**config.mk**
```make
export PLATFORM = sky130hd
export DESIGN_NAME = reg_serializer
export DESIGN_NICKNAME = d
export VERILOG_FILES = /design/src/rtl/reg_serializer.sv
export SDC_FILE = /design/constraint.sdc
export NUM_CORES = 1
export LEC_CHECK = 0
export ABC_AREA = 1
export CAP_MARGIN = 25
export CORE_MARGIN = 2
export CORE_UTILIZATION = 30
export CTS_CLUSTER_SIZE = 10
export DETAILED_ROUTE_END_ITERATION = 6
export MAX_ROUTING_LAYER = met4
export SLEW_MARGIN = 20
export SYNTH_ARGS = -nofsm -noshare
export SYNTH_HDL_FRONTEND = slang
export SYNTH_SLANG_ARGS = --single-unit
```
**constraint.sdc**
```tcl
create_clock -name Clock -period 3.4 [get_ports Clock]
set_input_delay 0.85 -clock Clock [delete_from_list [all_inputs] [get_ports Clock]]
set_output_delay 0.85 -clock Clock [all_outputs]
set_load 0.02 [all_outputs]
```
**src/rtl/reg_serializer.sv**
```systemverilog
// Parallel-in, serial-out transmitter with Load/Ready handshake,
// Hold stall and a one-cycle Done pulse after the last bit.
module reg_serializer #(
    parameter int n         = 8,
    parameter bit LSB_FIRST = 1'b1,
    parameter int CW        = $clog2(n + 1)
) (
    input  logic          Clock,
    input  logic          Reset,
    input  logic [n-1:0]  Data,
    input  logic          Load,
    input  logic          Hold,
    output logic          Ready,
    output logic          SerOut,
    output logic          SerValid,
    output logic          Done,
    output logic [CW-1:0] BitsLeft
);

    typedef enum logic [1:0] {
        IDLE  = 2'd0,
        SHIFT = 2'd1,
        DONE  = 2'd2
    } state_t;

    state_t        state, state_n;
    logic [n-1:0]  shift, shift_n;
    logic [CW-1:0] bits, bits_n;

    always_ff @(posedge Clock) begin
        if (Reset) begin
            state <= IDLE;
            shift <= '0;
            bits  <= '0;
        end else begin
            state <= state_n;
            shift <= shift_n;
            bits  <= bits_n;
        end
    end

    // Shift always moves toward the output end so the next bit lands there.
    always_comb begin
        state_n = state;
        shift_n = shift;
        bits_n  = bits;
        unique case (state)
            IDLE: begin
                if (Load) begin
                    state_n = SHIFT;
                    shift_n = Data;
                    bits_n  = CW'(n);
                end
            end
            SHIFT: begin
                if (!Hold) begin
                    if (bits == CW'(1)) begin
                        state_n = DONE;
                        shift_n = '0;
                        bits_n  = '0;
                    end else begin
                        shift_n = LSB_FIRST ? (shift >> 1) : (shift << 1);
                        bits_n  = bits - CW'(1);
                    end
                end
            end
            DONE: begin
                state_n = IDLE;
            end
            default: begin
                state_n = IDLE;
                shift_n = '0;
                bits_n  = '0;
            end
        endcase
    end

    always_comb begin
        Ready    = 1'b0;
        SerValid = 1'b0;
        SerOut   = 1'b0;
        Done     = 1'b0;
        BitsLeft = bits;
        unique case (state)
            IDLE: begin
                Ready = 1'b1;
            end
            SHIFT: begin
                SerValid = 1'b1;
                SerOut   = LSB_FIRST ? shift[0] : shift[n-1];
            end
            DONE: begin
                Done = 1'b1;
            end
            default: begin
                Ready = 1'b0;
            end
        endcase
    end

endmodule

```
==> flow_summary.rst <==
.. list-table::
   :header-rows: 1

   * - Metric
     - Value
   * - Result of the run
     - complete, no violations
   * - Accumulated negative setup slack
     - 0 ns
   * - Element type at the critical path start
     - flop
   * - Pre-Repair DR Iteration Count
     - 4
   * - Cell area after technology mapping
     - approximately 840 sq um
   * - Final count of pins violating max slew
     - 0
   * - Total grt overflow
     - 0
   * - MaxCap Viol Count
     - 0
   * - Largest cells by area after synthesis
     - sky130_fd_sc_hd__dfxtp_1 33%, sky130_fd_sc_hd__nand2_1 18%, sky130_fd_sc_hd__a21oi_2 10%, sky130_fd_sc_hd__nand2_2 8.9%, sky130_fd_sc_hd__inv_1 4.4%
   * - Worst Clk Skew
     - 0.00465 ns
   * - Synth-to-layout area growth
     - 27.6%
   * - List of cells traversed by the critical path
     - nand2_1, nor2_1, clkdlybuf4s50_1
   * - IO buf count
     - 19
   * - Nets@finish
     - roughly 150
   * - Cell variety after synth
     - 21
   * - Area of the die
     - 0.00326 sq mm
   * - Total clock buffers created by CTS
     - 3
   * - Via count normalized by instance count
     - 4.37
   * - Cell at the root of the clock tree
     - sky130_fd_sc_hd__clkbuf_4
   * - Post-cts sizing count
     - 0
   * - Initial Util
     - 31.2%
   * - Max Buffers Root-to-Sink
     - 2
   * - Number of antenna diodes
     - 0
   * - Remaining design rule violation count
     - 0
   * - Share of layout cells above drive strength 1
     - roughly a quarter
   * - Maximum fanout count along the critical path
     - 4
   * - Combined global-route utilization of all metal layers
     - between 10% and 20%
   * - Minimum period implied by the final worst setup slack
     - 2.46 ns
   * - Slew HR
     - 58.3%
   * - Overall die width
     - around 57 um
   * - Share of the synthesized area in the top cell type
     - around 33%
   * - Commonest register cell after synthesis
     - sky130_fd_sc_hd__dfxtp_1
   * - Critical Path AT
     - approximately 1.6 ns
   * - Total nets after synthesis
     - around 130
   * - Share of the cycle needed by the critical path after routing
     - 72.3%
   * - Critical Path End Type
     - primary output
   * - R2R depth
     - 8
   * - Post-route setup slack
     - approximately 0.94 ns
   * - Antenna violations before repair
     - 0
   * - Leakage component of the power
     - about 0.45 nW
   * - Cell with the most instances after synthesis
     - sky130_fd_sc_hd__nand2_1
   * - Placement Setup Slack
     - 1.13 ns
   * - Top cells by count, synth
     - 41 x sky130_fd_sc_hd__nand2_1, 14 x sky130_fd_sc_hd__dfxtp_1, 12 x sky130_fd_sc_hd__nand2_2
   * - Clock tree from TritonCTS
     - done
   * - DRT iter0 DRCs
     - 9
   * - Mean instance size in the synthesized netlist
     - 7.22 sq um
   * - Path class of the lowest-slack min-delay path
     - reg -> reg
   * - Crit Path Class
     - reg -> out
   * - CTS H-Tree Depth
     - 1
   * - Final number of hold-violating endpoints
     - 0
   * - Depth of the worst hold-timing path
     - 2
   * - Detailed placer's ending HPWL
     - 1260 um
   * - Power per cell area
     - 484 mW/mm^2
   * - Antenna Nets Post-Route
     - 0
   * - Final Power
     - ~0.52 mW
   * - Number of synthesized flops with an enable pin
     - 0
   * - Data required, critical path
     - 2.55 ns
   * - Gpl congestion
     - 0.817
   * - Floorplan die height
     - 57.1 um
   * - Post-synthesis register bit count
     - 14
   * - Placed Cells incl. Taps
     - between 150 and 200
   * - Maximum number of pins on one net before global-route repair
     - 13
   * - First-pass GRT wire length
     - between 2000 and 3000 um
   * - Filler cells
     - 300
   * - Via count
     - between 700 and 800
   * - Library cell with the largest summed area after synthesis
     - sky130_fd_sc_hd__dfxtp_1
   * - Post-synthesis cell count
     - 117
   * - Number of clock sinks
     - 14
   * - Endpoints failing setup
     - 0
   * - Layout Cells excl Fill
     - 168
   * - Vias in the first global route
     - ~670
   * - Achievable clock frequency
     - a little over 400 MHz
   * - DRT Wirelength
     - 1700 um
   * - Slowest library cell on the worst path
     - sky130_fd_sc_hd__clkdlybuf4s50_1
   * - Average detailed-routed wire length per instance
     - 10.1 um
   * - Post-synth ARST share
     - 0%
   * - Core Area
     - around 0.0027 sq mm
   * - Transition time of the tightest slew-check pin
     - about 0.62 ns
   * - Largest stage delay, worst path
     - approximately 0.60 ns
   * - Sequential-to-total area share from yosys stat
     - between 30% and 40%
   * - Post CTS Setup Buffer Count
     - 0
   * - Number of placement rows
     - 19
   * - Hold bufs inserted after CTS
     - 0
   * - IR drop worst, VDD
     - roughly 0.27 mV
   * - Clock transition at the register clock pins on the worst setup and hold paths after CTS
     - roughly 0.09 ns
   * - Clock latency on the worst-skew pair
     - between 0.2 and 0.3 ns
   * - Warnings from Yosys
     - 0
   * - Count of pins on the block boundary
     - 20
   * - RSZ-0062 raised after global routing
     - false
[final cells by class]
type | instances | area [sq um] | area share, %
multi-input combinational | 86 | 473 | 43.9
timing repair buffer | 20 | 198 | 18.4
inverter | 13 | 51.3 | 4.76
tap | 31 | 38.8 | 3.60
clock buffer | 4 | 36.3 | 3.37
sequential | 14 | 280 | 26.0
[flip-flops by register name, summed over array words and instances, names as in the netlist]
name and flops:
shift 8, BitsLeft 4, state 2
[worst max-delay path, delay by kind of cell, from the launching register on]
family        cells  cell delay (ns)
buf+inv           1             0.60
flops             1             0.41
simple gates      2             0.30
[worst paths after layout]
| path | startpoint | end | slack, ns |
|---|---|---|---|
| min | shift[1]$_SDFFE_PP0P_ | shift[1]$_SDFFE_PP0P_ | 0.47 |
| min reg2reg | shift[1]$_SDFFE_PP0P_ | shift[1]$_SDFFE_PP0P_ | 0.47 |
| max reg2reg | state[0]$_SDFFE_PP0P_ | BitsLeft[2]$_SDFFE_PP0P_ | 1.88 |
| max | state[0]$_SDFFE_PP0P_ | SerOut | 0.94 |
[power by group]
group	switching [mW]	total, mW	internal [mW]	leakage, nW
sequential	0.0189	0.203	0.184	0.115
clock	0.0581	0.123	0.0653	0.0210
combinational	0.116	0.196	0.0801	0.315
[metal layers]
metal / vias to the layer above / track usage, % / wire [um]
met5: - / - / 0
li1: 398 / - / -
met4: 0 / 2.99 / 14
met1: 316 / 15.2 / 825
met2: 18 / 18.2 / 758
met3: 2 / 4.99 / 104
[per-stage QoR]
stage	util (%)	area [sq um]	hold slack, ns
global route	39.8	1080	0.492
finish	39.8	1080	0.470
floorplan	-	845	0.444
global placement	38.4	1040	0.456
CTS	39.8	1080	0.471
detailed placement	38.4	1040	0.457
[cell usage in the layout, fill, tap and decap left out, drive strengths merged]
cell type      Yosys  layout
a21oi             12      12
inv               13      13
buf                3       1
nor2               9       9
dfxtp             14      14
clkbuf             1       4
nand3              4       4
o21ai              3       3
nand2             55      55
ha                 2       2
nor4               1       1
clkdlybuf4s50      0      19
[kinds of logic (layout without fill, tap and decap cells)]
family | after synthesis | after routing | share of synthesized area, %
simple gates | 69 | 69 | 38.4
buf+inv | 17 | 37 | 10.8
compound gates | 15 | 15 | 14.7
flops | 14 | 14 | 33.2
fa+ha+maj | 2 | 2 | 2.96
(Power assumes the default switching activity.)
